File: src/rtl/cofre_sequencial.sv
// Parametrised sequential code lock: CODE_LEN digits per attempt, lockout after MAX_FAIL misses.
// Optional macro OPEN_TIMEOUT_EN: OPEN relocks by itself after OPEN_CYCLES idle cycles.
module cofre_sequencial #(
    parameter int                          DIGIT_W        = 4,
    parameter int                          CODE_LEN       = 6,
    parameter logic [DIGIT_W*CODE_LEN-1:0] CODE           = 24'h590981,
    parameter int                          MAX_FAIL       = 3,
    parameter int                          LOCKOUT_CYCLES = 16,
    parameter int                          OPEN_CYCLES    = 32
) (
    input  logic               clk,
    input  logic               reset,
    input  logic               insere,
    input  logic [DIGIT_W-1:0] numero,
    output logic               LED,
    output logic               bloqueado,
    output logic               A,
    output logic               B,
    output logic               C,
    output logic               D,
    output logic               E,
    output logic               F,
    output logic               G
);

    localparam int IDX_W   = $clog2(CODE_LEN + 1);
    localparam int FC_W    = $clog2(MAX_FAIL + 1);
    localparam int TMR_MAX = (LOCKOUT_CYCLES > OPEN_CYCLES) ? LOCKOUT_CYCLES : OPEN_CYCLES;
    localparam int TMR_W   = $clog2(TMR_MAX + 1);

    localparam logic [6:0] SEG_A = 7'b1110111;
    localparam logic [6:0] SEG_F = 7'b1000111;
    localparam logic [6:0] SEG_0 = 7'b1111110;

    typedef enum logic [1:0] {S_ENTRY, S_OPEN, S_FAIL, S_LOCKOUT} state_t;

    state_t             state, state_n;
    logic [IDX_W-1:0]   idx, idx_n;
    logic               erro, erro_n;
    logic [FC_W-1:0]    fail_cnt, fail_n, fail_inc;
    logic [TMR_W-1:0]   timer, timer_n;
    logic               mism;
    logic               led_n, blq_n;
    logic [6:0]         seg, seg_n;

    // Code digits unpacked into a table sized to the full idx range so indexing is always in bounds.
    logic [DIGIT_W-1:0] code_tab [2**IDX_W];

    genvar g;
    generate
        for (g = 0; g < 2**IDX_W; g++) begin : g_code
            if (g < CODE_LEN) begin : g_dig
                assign code_tab[g] = CODE[(CODE_LEN-1-g)*DIGIT_W +: DIGIT_W];
            end else begin : g_pad
                assign code_tab[g] = '0;
            end
        end
    endgenerate

    function automatic logic [6:0] hex7(input logic [3:0] v);
        case (v)
            4'h0: hex7 = 7'b1111110;
            4'h1: hex7 = 7'b0110000;
            4'h2: hex7 = 7'b1101101;
            4'h3: hex7 = 7'b1111001;
            4'h4: hex7 = 7'b0110011;
            4'h5: hex7 = 7'b1011011;
            4'h6: hex7 = 7'b1011111;
            4'h7: hex7 = 7'b1110000;
            4'h8: hex7 = 7'b1111111;
            4'h9: hex7 = 7'b1111011;
            4'hA: hex7 = 7'b1110111;
            4'hB: hex7 = 7'b0011111;
            4'hC: hex7 = 7'b1001110;
            4'hD: hex7 = 7'b0111101;
            4'hE: hex7 = 7'b1001111;
            default: hex7 = 7'b1000111;
        endcase
    endfunction

    assign mism     = (numero != code_tab[idx]);
    assign fail_inc = (fail_cnt == FC_W'(MAX_FAIL)) ? fail_cnt : fail_cnt + 1'b1;

    always_ff @(posedge clk or negedge reset) begin
        if (!reset) begin
            state    <= S_ENTRY;
            idx      <= '0;
            erro     <= 1'b0;
            fail_cnt <= '0;
            timer    <= '0;
        end else begin
            state    <= state_n;
            idx      <= idx_n;
            erro     <= erro_n;
            fail_cnt <= fail_n;
            timer    <= timer_n;
        end
    end

    always_comb begin
        state_n = state;
        idx_n   = idx;
        erro_n  = erro;
        fail_n  = fail_cnt;
        timer_n = timer;
        case (state)
            S_ENTRY: begin
                // Every attempt consumes all digits so a mismatch position is never revealed.
                if (insere) begin
                    if (idx == IDX_W'(CODE_LEN - 1)) begin
                        idx_n   = '0;
                        erro_n  = 1'b0;
                        timer_n = '0;
                        if (!(erro || mism)) begin
                            state_n = S_OPEN;
                            fail_n  = '0;
                        end else begin
                            fail_n  = fail_inc;
                            state_n = (fail_inc == FC_W'(MAX_FAIL)) ? S_LOCKOUT : S_FAIL;
                        end
                    end else begin
                        idx_n  = idx + 1'b1;
                        erro_n = erro | mism;
                    end
                end
            end
            S_OPEN: begin
                if (insere) begin
                    state_n = S_ENTRY;
                    timer_n = '0;
                end
`ifdef OPEN_TIMEOUT_EN
                else if (timer == TMR_W'(OPEN_CYCLES - 1)) begin
                    state_n = S_ENTRY;
                    timer_n = '0;
                end else begin
                    timer_n = timer + 1'b1;
                end
`endif
            end
            S_FAIL: begin
                state_n = S_ENTRY;
            end
            S_LOCKOUT: begin
                if (timer == TMR_W'(LOCKOUT_CYCLES - 1)) begin
                    state_n = S_ENTRY;
                    fail_n  = '0;
                    timer_n = '0;
                end else begin
                    timer_n = timer + 1'b1;
                end
            end
            default: begin
                state_n = S_ENTRY;
            end
        endcase
    end

    // Outputs are derived from the next state and registered, so they track state with no extra lag.
    always_comb begin
        led_n = (state_n == S_OPEN);
        blq_n = (state_n == S_LOCKOUT);
        case (state_n)
            S_ENTRY: seg_n = hex7(4'(idx_n));
            S_OPEN:  seg_n = SEG_A;
            default: seg_n = SEG_F;
        endcase
    end

    always_ff @(posedge clk or negedge reset) begin
        if (!reset) begin
            LED       <= 1'b0;
            bloqueado <= 1'b0;
            seg       <= SEG_0;
        end else begin
            LED       <= led_n;
            bloqueado <= blq_n;
            seg       <= seg_n;
        end
    end

    assign {A, B, C, D, E, F, G} = seg;

endmodule

File: config.mk
export PLATFORM = sky130hd
export DESIGN_NAME = cofre_sequencial
export DESIGN_NICKNAME = d
export VERILOG_FILES = /design/src/rtl/cofre_sequencial.sv
export SDC_FILE = /design/constraint.sdc
export NUM_CORES = 1
export LEC_CHECK = 0
export CELL_PAD_IN_SITES_DETAIL_PLACEMENT = 1
export CELL_PAD_IN_SITES_GLOBAL_PLACEMENT = 1
export CORE_AREA = 2 2 57 59
export DETAILED_ROUTE_END_ITERATION = 12
export DIE_AREA = 0 0 59 61
export GPL_ROUTABILITY_DRIVEN = 0
export MAX_ROUTING_LAYER = met4
export PLACE_DENSITY = 0.85
export SYNTH_ARGS = -nofsm -noshare
export SYNTH_HDL_FRONTEND = slang
export SYNTH_SLANG_ARGS = --single-unit
File: constraint.sdc
create_clock -name clk -period 3.15 [get_ports clk]
set_input_delay 0.63 -clock clk [delete_from_list [all_inputs] [get_ports clk]]
set_output_delay 0.63 -clock clk [all_outputs]
set_load 0.005 [all_outputs]
==> impl_metrics.ini <==
[status]
status = finished, final reports clean

[power]
power_density_mw_per_mm2 = 849.1
p_leak_nw = 0.6540
ir_drop_uv = 314.0

[worst_setup_path]
criticalPathCategory = input port to register
cp.arrival_ns = 2.66
path_max_fanout = 5
crit_start = insere
path_cells = clkdlybuf4s50_1, nand2b_1, nor2_1, xnor2_1, inv_1, ha_1, mux2_2, nand2_1
r2r_setup_slack_ns = 1.10
crit-reg2reg-capture = seg[6]
crit_path_end_kind = register
max_stage_delay_ns = 0.58
startpoint_type = input port
ff2ff_path_depth = 7
timing.rr.start = state[1]
cp.required_ns = 3.42
critPathSlowestCell = clkdlybuf4s50_1

[routing]
avgRoutedWirePerCell_um = 17.81
viasPerCell = 5.673
drt_iter0_drc = 25
postRouteAntennaNets = 0
wirelength_mm = 3.046
drc = 0
dr_total_vias = 970
dr.pass1.iters = 4

[cts]
clock-sinks = 23
holdBufCountCts = 0
cts_setup_buffers = 0
clock_latency_ns = 0.32
clockRootBuffer = clkbuf_4
clk_path_buf_depth = 2
cts.reportedPaths.clkPinSlew_ns = 0.13
cts_tree = done
htreeDepth = 1
cts_resized = 0
numCtsBuffers = 3

[layout]
final_util_pct = 49.53
layout_common_cells = 17 x dfrtp_1, 15 x clkdlybuf4s50_1, 13 x nand2_1
final_common_cell = dfrtp_1
instances_no_fill = 171
insertedDiodeCount = 0
fin_area_mm2 = 0.001463
nets = 153
area_growth_pct = 14.83
drive_above_1_share_pct = 15.22

[hold_path]
hold_start = timer[1]
hold_path_class = register to register
whs_path_depth = 1
hold_end = timer[1]

[timing]
fin_tns_setup_ns = 0
holdWs_ns = 0.5549
relSlewSlack_pct = 36.23
period_needed_ns = 2.386
tightest_slew_ns = 0.9535
finalCritPeriodShare_pct = 75.76
finalMaxSlewViolations = 0
rsz0062_at_grt = false
hold_violations = 0
setup-violations-final = 0
clock_skew_ns = 0.003491
max_freq_mhz = 419.0

[synthesis]
ys_ff_latch = 23
seq_area_frac_synth_pct = 45.78
avgSynthCellArea_um2 = 10.44
syn_area_mm2 = 0.001274
ys_types = 41
synthCells = 122
ys.flop_type = dfrtp_1
ys_warn_count = 0
synth_nets = 136
synth_edf_count = 0
synthArstFlopShare_pct = 100.0

[placed_design]
placed_area_mm2 = 0.001436
placed_cells = 167
portBuffers = 15
dp_hpwl_mm = 2.310

[global_routing]
grt_max_degree = 21
grt_pass1_vias = 1075
grt-ovfl-total = 0
track_usage_pct = 20.04
antenna_found_initial = 0
grt_pass1_wl_mm = 5.126

[floorplanning]
io_pins = 16
floorplan.die.width_um = 59
rows = 20
dieArea_mm2 = 0.003599
start_util_pct = 43.14
core_mm2 = 0.002953
die_y_um = 61

[job]
maxCapViolations = 0
==> worst max-delay path: cells and delay by family <==
kind,cells,cell delay (ns)
adder cells (fa/ha/maj),1,0.25
XOR/XNOR,1,0.28
buffers and inverters,2,0.75
multiplexers,1,0.27
AND/OR/NAND/NOR,3,0.47
==> how the worst max path moves through the flow <==
stage / slack (ns) / endpoint / cells past startpoint
6_report: 0.76 / seg[6] / 8
5_1_grt: 0.58 / seg[0] / 8
4_1_cts: 0.74 / seg[6] / 8
3_5_place_dp: 0.41 / seg[6] / 8
3_3_place_gp: 0.61 / seg[6] / 8
2_1_floorplan: 1.29 / seg[6] / 7
==> cells in the mapped netlist, types with 2 or more instances <==
cell type  count  area [µm²]
dfrtp_1       17       425.4
nand2_1       13       48.80
o21ai_0       10       50.05
nor2_1         8       30.03
ha_1           7       87.58
inv_1          7       26.28
dfstp_2        6       157.7
a31oi_1        4       25.02
a21oi_1        3       15.01
buf_6          3       33.78
nand2b_1       3       18.77
nor3_1         3       15.01
o22ai_1        3       18.77
a22o_1         2       17.52
and2_1         2       12.51
buf_2          2       10.01
mux2_2         2       22.52
nand3b_1       2       15.01
nor3b_1        2       15.01
nor4b_1        2       17.52
==> sequential cells by signal, summed over array words and instances, names as in the netlist <==
signal     flops
fail_cnt       2
LED            1
bloqueado      1
idx            3
erro           1
state          2
seg            7
timer          6
==> logic make-up after synthesis <==
logic type      Yosys count  synth area share [%]
simple gates             45                 21.71
flops                    23                 45.78
compound gates           31                 16.90
mux                       3                 2.554
buf+inv                  12                 5.501
fa+ha+maj                 7                 6.876
xor+xnor                  1                0.6877
==> power breakdown <==
part,total [mW],switching [mW],internal [mW],leakage (nW)
Sequential,0.558,0.127,0.432,0.279
Clock,0.142,0.0927,0.0496,0.0150
Combinational,0.541,0.269,0.272,0.360
==> cell type report <==
class                      instances  area [µm²]
timing repair buffer              17       165.2
sequential                        23       583.1
fill                             339        1490
tap                               33       41.29
multi-input combinational         87       620.6
clock buffer                       4       26.28
inverter                           7       26.28
==> layer usage <==
layer,vias to the layer above,wire length (µm),track usage (%)
li1,466,-,-
met1,480,1287,22.85
met2,18,1607,35.08
met3,6,85,3.198
met4,0,65,8.117
met5,-,0,-
==> stage by stage <==
stage,power (mW),setup WS [ns]
global placement,1.053,0.6091
floorplan,0.9187,1.293
CTS,1.254,0.7359
detailed placement,1.109,0.4100
finish,1.242,0.7636
global route,1.343,0.5795
(Power assumes the default switching activity.)
